## src/rtl/cardinal_nic_if.sv

```systemverilog
// Processor register bus and ring-router handshake for one Cardinal NIC.
// Bit 0 of every data word is the MSB (big-endian numbering).
interface cardinal_nic_if #(
    parameter int DATA_WIDTH = 64,
    parameter int ADDR_WIDTH = 2
);
    logic [ADDR_WIDTH-1:0] addr;
    logic [0:DATA_WIDTH-1] d_in;
    logic [0:DATA_WIDTH-1] d_out;
    logic                  nicEn;
    logic                  nicWrEn;
    logic                  net_si;
    logic                  net_ri;
    logic [0:DATA_WIDTH-1] net_di;
    logic                  net_so;
    logic                  net_ro;
    logic [0:DATA_WIDTH-1] net_do;
    logic                  net_polarity;

    // master: processor + router side driving the NIC
    modport master (
        output addr, d_in, nicEn, nicWrEn, net_si, net_di, net_ro, net_polarity,
        input  d_out, net_ri, net_so, net_do
    );

    modport slave (
        input  addr, d_in, nicEn, nicWrEn, net_si, net_di, net_ro, net_polarity,
        output d_out, net_ri, net_so, net_do
    );
endinterface

```

## src/rtl/cardinal_nic.sv

```systemverilog
// Cardinal NIC: one-deep input and output channel buffers between the processor
// register bus and the ring router, with VC-polarity gated injection.
module cardinal_nic #(
    parameter int DATA_WIDTH = 64,
    parameter int ADDR_WIDTH = 2
) (
    input logic           clk,
    input logic           reset,
    cardinal_nic_if.slave nic
);
    localparam logic [ADDR_WIDTH-1:0] ADDR_IB     = ADDR_WIDTH'(0);
    localparam logic [ADDR_WIDTH-1:0] ADDR_IB_ST  = ADDR_WIDTH'(1);
    localparam logic [ADDR_WIDTH-1:0] ADDR_OB     = ADDR_WIDTH'(2);
    localparam logic [ADDR_WIDTH-1:0] ADDR_OB_ST  = ADDR_WIDTH'(3);

    logic [0:DATA_WIDTH-1] ib_data;
    logic [0:DATA_WIDTH-1] ob_data;
    logic                  ib_full;
    logic                  ob_full;
    logic                  rd_en;
    logic                  wr_en;
    logic                  send;

    assign rd_en = nic.nicEn & ~nic.nicWrEn;
    assign wr_en = nic.nicEn & nic.nicWrEn;

    assign nic.net_ri = ~ib_full;

    // Bit 0 of the held packet selects the virtual channel.
    assign send       = ob_full & nic.net_ro & (ob_data[0] == nic.net_polarity);
    assign nic.net_so = send;
    assign nic.net_do = send ? ob_data : '0;

    always_comb begin
        nic.d_out = '0;
        if (rd_en) begin
            case (nic.addr)
                ADDR_IB:    nic.d_out = ib_data;
                ADDR_IB_ST: nic.d_out = {{(DATA_WIDTH-1){1'b0}}, ib_full};
                ADDR_OB:    nic.d_out = ob_data;
                ADDR_OB_ST: nic.d_out = {{(DATA_WIDTH-1){1'b0}}, ob_full};
                default:    nic.d_out = '0;
            endcase
        end
    end

    // Deposit needs an empty buffer and the drain needs a full one, so they never coincide.
    always_ff @(posedge clk or posedge reset) begin
        if (reset) begin
            ib_data <= '0;
            ib_full <= 1'b0;
        end else if (nic.net_si && !ib_full) begin
            ib_data <= nic.net_di;
            ib_full <= 1'b1;
        end else if (rd_en && (nic.addr == ADDR_IB) && ib_full) begin
            ib_full <= 1'b0;
        end
    end

    // A write landing in the same cycle as the send still sees a full buffer and is dropped.
    always_ff @(posedge clk or posedge reset) begin
        if (reset) begin
            ob_data <= '0;
            ob_full <= 1'b0;
        end else if (send) begin
            ob_full <= 1'b0;
        end else if (wr_en && (nic.addr == ADDR_OB) && !ob_full) begin
            ob_data <= nic.d_in;
            ob_full <= 1'b1;
        end
    end
endmodule
```

## src/flat_wrapper.sv

```systemverilog
// flat-port wrapper written by rule: the top's interface ports become plain ports
module cardinal_nic_flat 
#(
    parameter int DATA_WIDTH = 64,
    parameter int ADDR_WIDTH = 2
)
  (clk, reset, nic_addr, nic_d_in, nic_nicEn, nic_nicWrEn, nic_net_si, nic_net_di, nic_net_ro, nic_net_polarity, nic_d_out, nic_net_ri, nic_net_so, nic_net_do);
  cardinal_nic_if #(.DATA_WIDTH(DATA_WIDTH), .ADDR_WIDTH(ADDR_WIDTH)) nic_i ();
  input logic clk;
  input logic reset;
  input wire logic [$bits(nic_i.addr)-1:0] nic_addr;
  input wire logic [$bits(nic_i.d_in)-1:0] nic_d_in;
  input wire logic [$bits(nic_i.nicEn)-1:0] nic_nicEn;
  input wire logic [$bits(nic_i.nicWrEn)-1:0] nic_nicWrEn;
  input wire logic [$bits(nic_i.net_si)-1:0] nic_net_si;
  input wire logic [$bits(nic_i.net_di)-1:0] nic_net_di;
  input wire logic [$bits(nic_i.net_ro)-1:0] nic_net_ro;
  input wire logic [$bits(nic_i.net_polarity)-1:0] nic_net_polarity;
  output wire logic [$bits(nic_i.d_out)-1:0] nic_d_out;
  output wire logic [$bits(nic_i.net_ri)-1:0] nic_net_ri;
  output wire logic [$bits(nic_i.net_so)-1:0] nic_net_so;
  output wire logic [$bits(nic_i.net_do)-1:0] nic_net_do;
  assign nic_i.addr = nic_addr;
  assign nic_i.d_in = nic_d_in;
  assign nic_i.nicEn = nic_nicEn;
  assign nic_i.nicWrEn = nic_nicWrEn;
  assign nic_i.net_si = nic_net_si;
  assign nic_i.net_di = nic_net_di;
  assign nic_i.net_ro = nic_net_ro;
  assign nic_i.net_polarity = nic_net_polarity;
  assign nic_d_out = nic_i.d_out;
  assign nic_net_ri = nic_i.net_ri;
  assign nic_net_so = nic_i.net_so;
  assign nic_net_do = nic_i.net_do;
  cardinal_nic #(.DATA_WIDTH(DATA_WIDTH), .ADDR_WIDTH(ADDR_WIDTH)) u_core (.clk(clk), .reset(reset), .nic(nic_i));
endmodule
```

## config.mk

```make
export PLATFORM = sky130hd
export DESIGN_NAME = cardinal_nic_flat
export DESIGN_NICKNAME = d
export VERILOG_FILES = /design/src/rtl/cardinal_nic_if.sv /design/src/rtl/cardinal_nic.sv /design/src/flat_wrapper.sv
export SDC_FILE = /design/constraint.sdc
export NUM_CORES = 1
export LEC_CHECK = 0
export CORE_MARGIN = 1
export CORE_UTILIZATION = 42
export DETAILED_ROUTE_END_ITERATION = 6
export GPL_ROUTABILITY_DRIVEN = 0
export PLACE_DENSITY = 0.8
export SKIP_LAST_GASP = 1
export SLEW_MARGIN = 20
export SYNTH_ARGS = -nofsm -noshare
export SYNTH_HDL_FRONTEND = slang
export SYNTH_SLANG_ARGS = --single-unit
```

## constraint.sdc

```tcl
create_clock -name clk -period 5 [get_ports clk]
set_input_delay 1 -clock clk [delete_from_list [all_inputs] [get_ports clk]]
set_output_delay 1 -clock clk [all_outputs]
set_load 0.02 [all_outputs]
```

-- Word level (Yosys, flattened, before mapping)
Index checks and enable logic that the tools add are counted.
- eq/ne operators: 4
- muxes and demuxes: 7
- bitwise gates (word level): 7
- reduce and logical (&&, ||, !) cells: 11
- operators by type and width (kind ; number):
    64-bit one-hot mux with 4 select lines ; 1
    64-bit 2-to-1 mux ; 2
    1-bit logical AND ; 5
    1-bit AND ; 4
    2-bit equality test, second input constant ; 2
    1-bit 2-to-1 mux ; 4
    2-bit nonzero test ; 2
    1-bit NOT ; 3
    2-bit by 1-bit equality test with 1-bit output, second input constant ; 1
    1-bit zero test ; 2
    2-bit zero test ; 1
    2-bit AND reduction ; 1
    1-bit equality test ; 1
- register bits after elaboration: 130
- bits of input ports: 137
- output and inout bits: 130
- word-level logic and storage cells: 33

-- Depth between registers and ports, before layout
Gate-level depths: netlist of the first run.
- depth in word-level cells: 6
- mapped depth: 5
- depth with buffers taken out: 3

-- Worst setup path before layout of the first run
Ideal clock, no wire load.
- path kind: input to output
- from: input nic_nicWrEn
- to: output nic_d_out[13]
- arrival time: 1965 ps
- data required time: 4000 ps
- setup slack: 2035 ps
- stages on the path: 5
- path buffers: 2
- cell sequence: nand2b_1 -> nor3b_1 -> buf_2 -> buf_2 -> a22o_1
- word-level cells in the longest chain between the ends: 3
- RTL lines (item ; RTL line ; RTL):
    start: declaration ; flat_wrapper.sv:14 ; input wire logic [$bits(nic_i.nicWrEn)-1:0] nic_nicWrEn;
    1-bit NOT ; cardinal_nic.sv:24 ; assign rd_en = nic.nicEn & ~nic.nicWrEn;
    1-bit AND ; cardinal_nic.sv:24 ;
    64-bit 2-to-1 mux ; cardinal_nic.sv:36 ; if (rd_en) begin
    end: declaration ; flat_wrapper.sv:19 ; output wire logic [$bits(nic_i.d_out)-1:0] nic_d_out;
No other way between the ends.

-- Worst setup path in the final report of the first run
- from: input nic_nicWrEn
- to: output nic_d_out[61]
The elaborated chain is that of the path after synthesis.

==> out/metrics.yaml, run 1 <==
hp-class: "flop to flop"
tritoncts: "done"
worstMarginPinSlew_ns: 0.863
rsz0062_at_grt: "no"
period_minus_slack_ns: 4.35
core_um2: 13900
post_cts_buffers: 0
globalRouteTotalUtil_pct: 24.1
cts_hold_buf: 0
final_core_util_pct: 67.6
synth_seq_area_share_pct: 54.3
antenna_found_initial: 0
synth_area_leaders: "dfrtp_1 (54%), mux2_2 (21%), a22o_1 (9.2%), and2_1 (6.7%), mux2_1 (2.6%)"
critPathKind: "input port to output pin"
clkTransAtPathRegs_ns: 0.05
finClkSkew_ns: 0.00450
die_w_um: 121
firstDrtPassIters: 5
final_layout_size_suffix_gt1_share_pct: 22.9
cp_max_fo: 29
numCtsBuffers: 17
r2r_cells: 3
synthToLayoutAreaGrowth_pct: 56.5
final_common_cell: "clkdlybuf4s50_1"
hp-start: "u_core.ob_data[61]"
fin_nets: 832
viasPerCell: 5.21
hold_viol: 0
max_freq_mhz: 230
cts.repair.resized: 0
dpl_worst_slack_ns: 0.683
antennaDiodeCount: 0
grt_pass1_vias: 4823
dieArea_um2: 14700
ys_warn_count: 0
pin_count: 267
start_util_pct: 43.2
routed_wl_um: 17300
drt_iter0_drc: 188
clockBufferDepth: 2
most-common-layout-cells: "clkdlybuf4s50_1 (266), dfrtp_1 (130), mux2_2 (114)"
syn_inst: 433
clock_latency_ns: 0.41
gr-total-overflow: 0
synth_top_area_share_pct: 54.3
holdPathStages: 1
reg2reg_to: "u_core.ib_data[41]"
yosysTopAreaCell: "dfrtp_1"
cts-root-buf: "clkbuf_16"
port_buffers: 266
ir_worst_vdd_uv: 328
h-tree-depth: 4
wl_per_cell_um: 19.5
ys_types: 21
ant_nets: 0
period_share_pct: 87.1
die_y_um: 121
critPathCaptureType: "output pin"
dr_total_vias: 4622
critPathLaunchType: "input port"
syn_nets: 570
setup_viol: 0
syn_area_per_cell_um2: 13.8
power_density_nw_per_um2: 480
synth_area_um2: 5990
setup_slack_ns: 0.645
grt_pass1_wl_um: 26400
drv_cap: 0
synth_seq_cells: 130
rows: 43
drc: 0
required_ns: 4.00
cp.arrival_ns: 3.35
drv_slew: 0
tns_ns: 0
r2r-start: "u_core.ib_full"
hpwl_um: 12200
r2r_slack_ns: 2.96
grt_max_degree: 71
outcome: "complete, no violations"
cts_sinks: 130
hold_path_end: "u_core.ob_data[61]"
slew_headroom_pct: 42.5
leakage_nw: 3.82
[synth_stat cells]
master	number
mux2_2	114
dfrtp_1	130
and3_1	1
and2_1	64
nand4b_4	1
o21bai_1	1
a22o_1	63
nor2b_1	2
mux2_1	14
nor3b_1	1
nor2_8	1
mux4_2	1
a21oi_1	1
clkbuf_1	6
xnor2_1	1
nor3_4	1
buf_4	1
nand2b_1	1
buf_6	6
inv_1	3
buf_2	20
[worst max-delay path by stage]
| stage | cells past startpoint | to | start |
|---|---|---|---|
| 6_report | 6 | nic_d_out[61] | nic_nicWrEn |
| 4_1_cts | 6 | nic_d_out[61] | nic_nicWrEn |
| 3_3_place_gp | 6 | nic_d_out[61] | nic_nicWrEn |
| 3_5_place_dp | 6 | nic_d_out[61] | nic_nicWrEn |
| 5_1_grt | 6 | nic_d_out[61] | nic_nicWrEn |
| 2_1_floorplan | 1 | u_core.ib_data[0] | reset |
[flip-flops by register name, summed over array words and instances, names as in the netlist]
name / cells
u_core.ib_data: 64
u_core.ob_data: 64
u_core.ib_full: 1
u_core.ob_full: 1
[cells by family after synthesis]
group                     after synthesis  synth area share [%]
DFF                                   130                  54.3
and+or+nand+nor                        72                  8.23
AOI/OAI and AO/OA                      65                  9.42
buffers and inverters                  36                  3.49
xor gates and xnor gates                1                 0.146
muxes                                 129                  24.4
[power breakdown]
| part | switching [W] | total, W | internal [W] |
|---|---|---|---|
| sequential | 0.000397 | 0.00199 | 0.00159 |
| combinational | 0.000528 | 0.00135 | 0.000826 |
| clock | 0.000440 | 0.00115 | 0.000715 |
| total | 0.00137 | 0.00450 | 0.00313 |
[area by class of cell]
type,count,area [um^2]
timing repair buffer,276,2790
tap,180,225
fill,1012,4500
clock inverter,10,85.1
multi-input combinational,267,2540
inverter,3,13.8
clock buffer,21,470
sequential,130,3250
[through the flow]
stage / power (W) / cells / hold slack (ns) / area (um^2)
floorplan: 0.00274 / 433 / 0.467 / 5990
global placement: 0.00328 / 855 / 0.489 / 8800
detailed placement: 0.00336 / 855 / 0.495 / 8800
CTS: 0.00454 / 886 / 0.508 / 9360
global route: 0.00473 / 887 / 0.517 / 9380
finish: 0.00450 / 887 / 0.504 / 9380
[routing by layer]
layer  global-route usage (%)  share of wire, %
met5                        0                 0
met4                     11.3               2.8
met3                     8.32               8.5
met2                     40.6                50
met1                     27.2                39
[worst max-delay path: stages]
cell	delay, ns
clkdlybuf4s50_1	0.46
nand2b_1	0.24
nor3_4	0.53
buf_12	0.26
a22o_1	0.18
clkdlybuf4s50_1	0.67
Note: power is estimated with default switching activity, not from simulation.
==> run 2: changes to the inputs <==
--- a/config.mk
+++ b/config.mk
@@ -7,6 +7,7 @@
 export LEC_CHECK = 0
 export CORE_MARGIN = 1
 export CORE_UTILIZATION = 42
+export CTS_CLUSTER_DIAMETER = 60
 export DETAILED_ROUTE_END_ITERATION = 6
 export GPL_ROUTABILITY_DRIVEN = 0
 export PLACE_DENSITY = 0.8
==> results of run 2 <==
The final DEF is identical to that of run 1; final timing and power are the same.
==> run 3: changes to the inputs <==
--- a/config.mk
+++ b/config.mk
@@ -6,11 +6,11 @@
 export NUM_CORES = 1
 export LEC_CHECK = 0
 export CORE_MARGIN = 1
-export CORE_UTILIZATION = 42
+export CORE_UTILIZATION = 38
 export CTS_CLUSTER_DIAMETER = 60
 export DETAILED_ROUTE_END_ITERATION = 6
 export GPL_ROUTABILITY_DRIVEN = 0
-export PLACE_DENSITY = 0.8
+export PLACE_DENSITY = 0.77
 export SKIP_LAST_GASP = 1
 export SLEW_MARGIN = 20
 export SYNTH_ARGS = -nofsm -noshare
==> constraint.sdc (replaced) <==
create_clock -name clk -period 3.7 [get_ports clk]
set_input_delay 0.74 -clock clk [delete_from_list [all_inputs] [get_ports clk]]
set_output_delay 0.74 -clock clk [all_outputs]
set_load 0.02 [all_outputs]
==> out/metrics.yaml, run 3 (synthesis gave the netlist of run 1 again) <==
outcome: "complete, no violations"  # unchanged
worstPathCellList: "clkdlybuf4s50_1, nand2b_1, buf_4, nor3_4, buf_4, a22o_1, clkdlybuf4s50_1"  # was clkdlybuf4s50_1, nand2b_1, nor3_4, buf_12, a22o_1, clkdlybuf4s50_1
cp_max_fo: 20  # was 29
pin_count: 267  # unchanged
viasPerCell: 4.97  # was 5.21
antenna_found_initial: 0  # unchanged
synthToLayoutAreaGrowth_pct: 58.6  # was 56.5%
h-tree-depth: 4  # unchanged
fillCellCount: 1200  # was 1012
slowest_stage: "clkdlybuf4s50_1"  # unchanged
critPathLaunchType: "input port"  # unchanged
dieArea_um2: 16300  # was 14700 um^2
final_layout_size_suffix_gt1_share_pct: 23.2  # was 22.9%
most-common-layout-cells: "clkdlybuf4s50_1 (266), dfrtp_1 (130), mux2_2 (114)"  # unchanged
cp.arrival_ns: 2.84  # was 3.35 ns
power_density_nw_per_um2: 644  # was 480 nW/um^2
r2r-start: "u_core.ob_full"  # was u_core.ib_full
rsz0062_at_grt: "no"  # unchanged
numCtsBuffers: 17  # unchanged
register_area_um2: 3250  # unchanged
crit_start: "nic_nicWrEn"  # unchanged
setup_viol: 0  # unchanged
finClkSkew_ns: 0.00737  # was 0.00450 ns
dr_total_vias: 4586  # was 4622
routed_wl_um: 16900  # was 17300 um
drc: 0  # unchanged
multi_input_area_um2: 2540  # unchanged
globalRouteTotalUtil_pct: 21.5  # was 24.1%
antennaDiodeCount: 0  # unchanged
grt_pass1_wl_um: 26700  # was 26400 um
hold_ws_ns: 0.505  # was 0.504 ns
hpwl_um: 12000  # was 12200 um
crit_buf_inv: 4  # was 3
clock_latency_ns: 0.41  # about the same
critPathKind: "input port to output pin"  # unchanged
crit_family: "buffers and inverters"  # unchanged
hp-class: "flop to flop"  # unchanged
required_ns: 2.96  # was 4.00 ns
gr-total-overflow: 0  # unchanged
clkTransAtPathRegs_ns: 0.05  # about the same
tns_ns: 0  # unchanged
start_util_pct: 39.1  # was 43.2%
clockBufferDepth: 2  # unchanged
fin_nets: 836  # was 832
core_um2: 15300  # was 13900 um^2
firstDrtPassIters: 4  # was 5
drv_cap: 0  # unchanged
critPathCaptureType: "output pin"  # unchanged
leakage_nw: 3.87  # was 3.82 nW
drv_slew: 0  # unchanged
hold_viol: 0  # unchanged
rows: 45  # was 43
drt_iter0_drc: 163  # was 188
ir_worst_vdd_uv: 294  # was 328 uV
worstMarginPinSlew_ns: 0.905  # was 0.863 ns
ant_nets: 0  # unchanged
fin_area_um2: 9510  # was 9380 um^2
grt_pass1_vias: 5003  # was 4823
cts-root-buf: "clkbuf_16"  # unchanged
wl_per_cell_um: 18.3  # was 19.5 um
max_stage_delay_ns: 0.62  # was 0.67 ns
largestRegisters: "u_core.ib_data: 64 flops, u_core.ob_data: 64 flops"  # unchanged
port_buffers: 266  # unchanged
dpl-instance-area_um2: 8920  # was 8800 um^2
tritoncts: "done"  # unchanged
cts_sinks: 130  # unchanged
period_minus_slack_ns: 3.58
die_y_um: 128  # was 121 um
period_share_pct: 96.8
grt_max_degree: 63  # was 71
max_freq_mhz: 279
final_common_cell: "clkdlybuf4s50_1"  # unchanged
die_w_um: 128  # was 121 um
slew_headroom_pct: 39.5  # was 42.5%
hp-start: "u_core.ib_data[62]"  # was u_core.ob_data[61]
run 3: cell count changes in the layout (fill, tap and decap cells not counted), moves of 2 or more:
cell | previous run | this run
clkbuf_1 | 1 | 3
buf_12 | 4 | 6
clkinv_4 | 0 | 2
clkinvlp_4 | 4 | 2
run 3: worst paths after layout:
kind | end | slack, ns | cells after the start
setup reg to reg | u_core.ob_data[46] | 1.96 | 3
hold / removal | u_core.ib_data[62] | 0.51 | 1
max in group asynchronous | u_core.ib_data[30] | 2.07 | 3
min in group asynchronous | u_core.ib_full | 0.87 | 2
hold reg to reg | u_core.ib_data[62] | 0.51 | 1
setup / recovery | nic_d_out[63] | 0.12 | 7
run 3: per-stage QoR:
stage                     setup slack [ns]  instances  utilization (%)  total power (W)
after CTS                           0.0617        923             62.0          0.00620
after detailed placement            0.0846        891             58.2          0.00453
after floorplan                       1.25        433                -          0.00371
after global routing                0.0475        923             62.1          0.00647
final                                0.118        923             62.1          0.00612
after global placement               0.118        891             58.2          0.00443
run 3: what timing repair did:
action                                  in CTS  in global routing
resized for setup                            0                  1
hold buffers                                 0                  0
endpoints found under the setup margin       0                  5
buffers inserted                             0                  0
run 3: routing by layer:
metal | track usage (%) | vias up | wire [um]
met5 | 0 | - | 0
met3 | 6.57 | 28 | 1130
met2 | 37.6 | 173 | 8620
met1 | 24.8 | 2283 | 6770
li1 | - | 2102 | -
met4 | 7.75 | 0 | 337
run 3: final cells by class:
type	instances	share of cell area [%]
sequential	130	34.2
timing repair buffer	280	29.9
multi-input combinational	267	26.8
clock buffer	23	5.03
tap	211	2.78
clock inverter	9	1.11
inverter	3	0.158
run 3: where the power goes:
group | switching (W) | internal, W
clock network | 0.000598 | 0.00104
logic | 0.000706 | 0.00113
registers | 0.000492 | 0.00215
total | 0.00180 | 0.00433
